--- src/rtl/pattern_chain_pipe.sv ---
// pattern_chain_pipe: cascade of NUM_STAGES registered pattern cells on a
// WIDTH-bit datapath with valid/ready flow control, a per-stage function
// mode and an occupancy count.
//
// Ports:
//   blif_clk_net    clock, all state on rising edge
//   blif_reset_net  synchronous active-high reset (clears vld/dat/acc/prv)
//   flush           drop all in-flight beats; acc/prv retained
//   mode            stage k function = mode[2k+1:2k] (PASS/INV/XACC/NORP)
//   in_valid/in_ready/in_data     upstream handshake
//   out_valid/out_ready/out_data  downstream handshake (last stage)
//   occ             number of valid stage registers
module pattern_chain_pipe #(
    parameter int unsigned WIDTH      = 8,
    parameter int unsigned NUM_STAGES = 3,
    localparam int unsigned OCC_W     = $clog2(NUM_STAGES + 1)
) (
    input  logic                    blif_clk_net,
    input  logic                    blif_reset_net,
    input  logic                    flush,
    input  logic [2*NUM_STAGES-1:0] mode,
    input  logic                    in_valid,
    output logic                    in_ready,
    input  logic [WIDTH-1:0]        in_data,
    output logic                    out_valid,
    input  logic                    out_ready,
    output logic [WIDTH-1:0]        out_data,
    output logic [OCC_W-1:0]        occ
);

    typedef enum logic [1:0] {
        MODE_PASS = 2'd0,
        MODE_INV  = 2'd1,
        MODE_XACC = 2'd2,
        MODE_NORP = 2'd3
    } mode_e;

    // Per-stage state
    logic [NUM_STAGES-1:0] vld;
    logic [WIDTH-1:0]      dat [NUM_STAGES];
    logic [WIDTH-1:0]      acc [NUM_STAGES];
    logic [WIDTH-1:0]      prv [NUM_STAGES];

    // Per-stage combinational control
    logic [NUM_STAGES-1:0] stage_rdy;
    logic [NUM_STAGES-1:0] drain;
    logic [NUM_STAGES-1:0] up_vld;
    logic [NUM_STAGES-1:0] load;
    logic [WIDTH-1:0]      x   [NUM_STAGES];
    logic [WIDTH-1:0]      f   [NUM_STAGES];
    mode_e                 stage_mode [NUM_STAGES];

    // Ready ripples back from the output so a full chain can drain and
    // accept in the same cycle: a stage can take a beat if it is empty or
    // everything downstream of it is moving.
    always_comb begin
        logic r;
        stage_rdy = '0;
        drain     = '0;
        r         = out_ready;
        for (int k = int'(NUM_STAGES) - 1; k >= 0; k--) begin
            drain[k]     = vld[k] & r;
            stage_rdy[k] = ~vld[k] | r;
            r            = stage_rdy[k];
        end
        in_ready = r;
    end

    // Stage inputs: stage 0 from upstream, stage k from stage k-1.
    always_comb begin
        up_vld    = '0;
        up_vld[0] = in_valid;
        for (int k = 0; k < int'(NUM_STAGES); k++) begin
            x[k] = '0;
        end
        x[0] = in_data;
        for (int k = 1; k < int'(NUM_STAGES); k++) begin
            up_vld[k] = vld[k-1];
            x[k]      = dat[k-1];
        end
    end

    // A flush cycle performs no loads, so the offered beat is discarded and
    // acc/prv are not disturbed by beats that are being dropped.
    always_comb begin
        load = '0;
        for (int k = 0; k < int'(NUM_STAGES); k++) begin
            load[k] = up_vld[k] & stage_rdy[k] & ~flush;
        end
    end

    // Stage function, using the mode present in the load cycle.
    always_comb begin
        for (int k = 0; k < int'(NUM_STAGES); k++) begin
            stage_mode[k] = mode_e'(mode[2*k +: 2]);
            f[k]          = x[k];
            case (stage_mode[k])
                MODE_PASS: f[k] = x[k];
                MODE_INV:  f[k] = ~x[k];
                MODE_XACC: f[k] = x[k] ^ acc[k];
                MODE_NORP: f[k] = ~(x[k] | prv[k]);
                default:   f[k] = x[k];
            endcase
        end
    end

    // Stage registers
    always_ff @(posedge blif_clk_net) begin
        if (blif_reset_net) begin
            vld <= '0;
            for (int k = 0; k < int'(NUM_STAGES); k++) begin
                dat[k] <= '0;
                acc[k] <= '0;
                prv[k] <= '0;
            end
        end else begin
            for (int k = 0; k < int'(NUM_STAGES); k++) begin
                if (flush) begin
                    vld[k] <= 1'b0;
                end else if (load[k]) begin
                    vld[k] <= 1'b1;
                end else if (drain[k]) begin
                    vld[k] <= 1'b0;
                end

                if (load[k]) begin
                    dat[k] <= f[k];
                    if (stage_mode[k] == MODE_XACC) begin
                        acc[k] <= f[k];
                    end
                    if (stage_mode[k] == MODE_NORP) begin
                        prv[k] <= x[k];
                    end
                end
            end
        end
    end

    // Occupancy: popcount of stage valids
    always_comb begin
        occ = '0;
        for (int k = 0; k < int'(NUM_STAGES); k++) begin
            occ = occ + OCC_W'(vld[k]);
        end
    end

    assign out_valid = vld[NUM_STAGES-1];
    assign out_data  = dat[NUM_STAGES-1];

endmodule
--- config.mk ---
export PLATFORM = sky130hd
export DESIGN_NAME = pattern_chain_pipe
export DESIGN_NICKNAME = d
export VERILOG_FILES = /design/src/rtl/pattern_chain_pipe.sv
export SDC_FILE = /design/constraint.sdc
export NUM_CORES = 1
export LEC_CHECK = 0
export ABC_AREA = 1
export CAP_MARGIN = 15
export CORE_MARGIN = 2
export CORE_UTILIZATION = 52
export CTS_BUF_LIST = sky130_fd_sc_hd__clkbuf_16
export DETAILED_ROUTE_END_ITERATION = 6
export HOLD_SLACK_MARGIN = 0.15
export PLACE_DENSITY = 0.76
export SYNTH_ARGS = -nofsm -noshare
export SYNTH_HDL_FRONTEND = slang
export SYNTH_SLANG_ARGS = --single-unit
--- constraint.sdc ---
create_clock -name blif_clk_net -period 1.63 [get_ports blif_clk_net]
set_clock_uncertainty 0.15 [all_clocks]
set_input_delay 0.4075 -clock blif_clk_net [delete_from_list [all_inputs] [get_ports blif_clk_net]]
set_output_delay 0.4075 -clock blif_clk_net [all_outputs]
set_load 0.02 [all_outputs]
==> results.toml <==
[outcome]
outcome = "complete, but fails checks"
violations = "negative setup slack"

[drt]
post_drt_wl_per_cell_um = 13.6
drt_iter0_markers = 172
first_pass_iters = 5
via_per_inst = 4.94
drc = 0
drt_wl_total_um = 7480
vias = 2718
ant_nets = 0

[sta]
drv_slew = 0
period_share = 1.15
relSlewSlack = 0.810
rsz0062_at_grt = "yes"
worst_slew_pin_slew_ns = 0.284
hold_violations = 0
fin_ws_ns = -0.246
period_minus_slack_ns = 1.88
finalSetupViolations = 50
clock.fmax_mhz = 533
fin_tns_setup_ns = -3.85

[placement]
hpwlAfterDp_um = 5070
placed_area_sq_um = 4320
io_buffers = 30
pre_cts_ws_ns = -0.550
gp_congestion = 0.810

[floorplan]
design.core.area_sq_um = 6790
io_pins = 31
die_area_sq_um = 7690
row_count = 30
start_util = 0.536
die_w_um = 87.7
die_h_um = 87.7

[global_route]
grt_antenna_before_repair = 0
use_met3 = 0.0377
grt_util_met2 = 0.390
grt-busiest-layer = "met2"
first_global_vias = 2769
track_usage = 0.210
grt_max_degree = 17
met1_usage = 0.225
grt_pass1_wl_um = 12100
grt_overflow = 0

[worst_setup_path]
worstSetupPathType = "register to output pin"
worstPathRequired_ns = 1.07
cp-end-kind = "output pin"
critical_path_arrival_ns = 1.32
cp_max_fo = 2
startpoint_type = "register"

[synth]
synthDistinctLibCells = 20
synth.cell_area_sq_um = 3640
synth_cells = 389
syn_nets = 409
ys_ff_latch = 75
yosysWarnings = 0
yosysSeqAreaShare = 0.610
syn_area_per_cell_sq_um = 9.36

[cells_and_area]
layout-drive-gt1-share = 0.183
seqCellArea_sq_um = 2230
n_antenna_cell = 0
nets = 469
fillers = 497
area_growth_pct = 30.7
final_common_cell = "nand2_1"
fin_area_sq_um = 4760
multi_input_area_sq_um = 1100
mostFrequentLayoutCells = "nand2_1 (86), edfxtp_1 (72), nor2_1 (69), inv_1 (58)"
final_util = 0.700

[power]
share_seq_of_total_power = 0.496
p_int_mw = 3.45
p_sw_frac = 0.236
pwr-share-comb = 0.117
p_switching_mw = 1.06
peakVddDrop_mv = 0.818
leakagePower_nw = 2.15
clockPowerShare = 0.387
power_density_nw_per_um2 = 948

[clock_network]
cts_buffers = 9
h-tree-depth = 3
clockBufferDepth = 2
clock_latency_ns = 0.33
clock-root-buffer = "clkbuf_16"
cts_tree = "built"
path_clk_slew_ns = 0.05
clock-sinks = 75

[hold_path]
min_path_type = "input pin to register"

[run]
max_cap_viol_count = 0
==> logic make-up (layout without fill, tap and decap cells) <==
group | Yosys count | after routing | share of synthesized area
DFF | 75 | 75 | 0.610
adders and majority gates | 1 | 1 | 0.00550
and+or+nand+nor | 206 | 206 | 0.242
AOI/OAI and AO/OA | 27 | 27 | 0.0371
buffers and inverters | 80 | 145 | 0.105
==> critical path, cell delays in order (launching register included) <==
cell and delay (ns):
dfxtp_2 0.33, fa_1 0.55, buf_6 0.12
==> synth_stat cells <==
library cell / number / share of area
nand2_1: 89 / 0.092
nor2_1: 75 / 0.077
edfxtp_1: 72 / 0.59
inv_1: 59 / 0.061
nand3_1: 26 / 0.036
o21ai_0: 24 / 0.033
buf_4: 12 / 0.025
buf_6: 5 / 0.015
nor2_2: 5 / 0.0086
nand4_1: 4 / 0.0069
a21oi_1: 3 / 0.0041
dfxtp_1: 3 / 0.016
inv_2: 3 / 0.0031
nand3_2: 2 / 0.0055
nor2_4: 2 / 0.0062
buf_2: 1 / 0.0014
fa_1: 1 / 0.0055
nand2_2: 1 / 0.0017
nand3b_1: 1 / 0.0021
nand4_4: 1 / 0.0058
==> what timing repair did <==
item / 4_1_cts / 5_1_grt
hold buffers: 0 / 0
setup buffers: 1 / 2
cloned: 2 / 1
resized for setup: 45 / 20
pin swaps: 6 / 5
setup endpoints to repair: 124 / 101
==> state kept, by name, indices dropped and copies added, names as in the netlist <==
register	cells
vld	3
prv	24
acc	24
dat	24
==> area by class of cell <==
type,count,share of cell area
tap,96,0.0252
inverter,62,0.0489
clock buffer,9,0.0473
clock inverter,7,0.00763
sequential,75,0.468
timing repair buffer,67,0.172
multi-input combinational,234,0.231
==> through the flow <==
step | total power, mW | cells | hold slack, ns
CTS | 4.50 | 547 | 0.427
finish | 4.51 | 550 | 0.244
global placement | 2.75 | 528 | 0.401
floorplan | 2.56 | 389 | 0.383
global route | 4.68 | 550 | 0.268
detailed placement | 2.78 | 528 | 0.415
==> final timing paths <==
path / from / endpoint / slack (ns) / cells after the start
worst max-delay path: vld[0] / occ[0] / -0.25 / 2
worst min-delay path: in_valid / vld[0] / 0.24 / 3
worst max register to register: vld[1] / acc[0][6] / -0.15 / 9
worst min register to register: dat[0][13] / prv[0][21] / 0.42 / 2
==> power groups by stage <==
stage                     logic [mW]  registers (mW)  clock network (mW)
after floorplan                0.287            2.27                   0
after global placement         0.481            2.27                   0
after detailed placement       0.497            2.28                   0
after CTS                      0.504            2.24                1.76
after global routing           0.586            2.25                1.85
final                          0.527            2.24                1.74
==> per-layer routing <==
metal / vias up / routed length, um
met4: 0 / 234
met3: 22 / 330
met1: 1258 / 2920
li1: 1361 / -
met2: 77 / 3990
met5: - / 0
(Power assumes the default switching activity.)
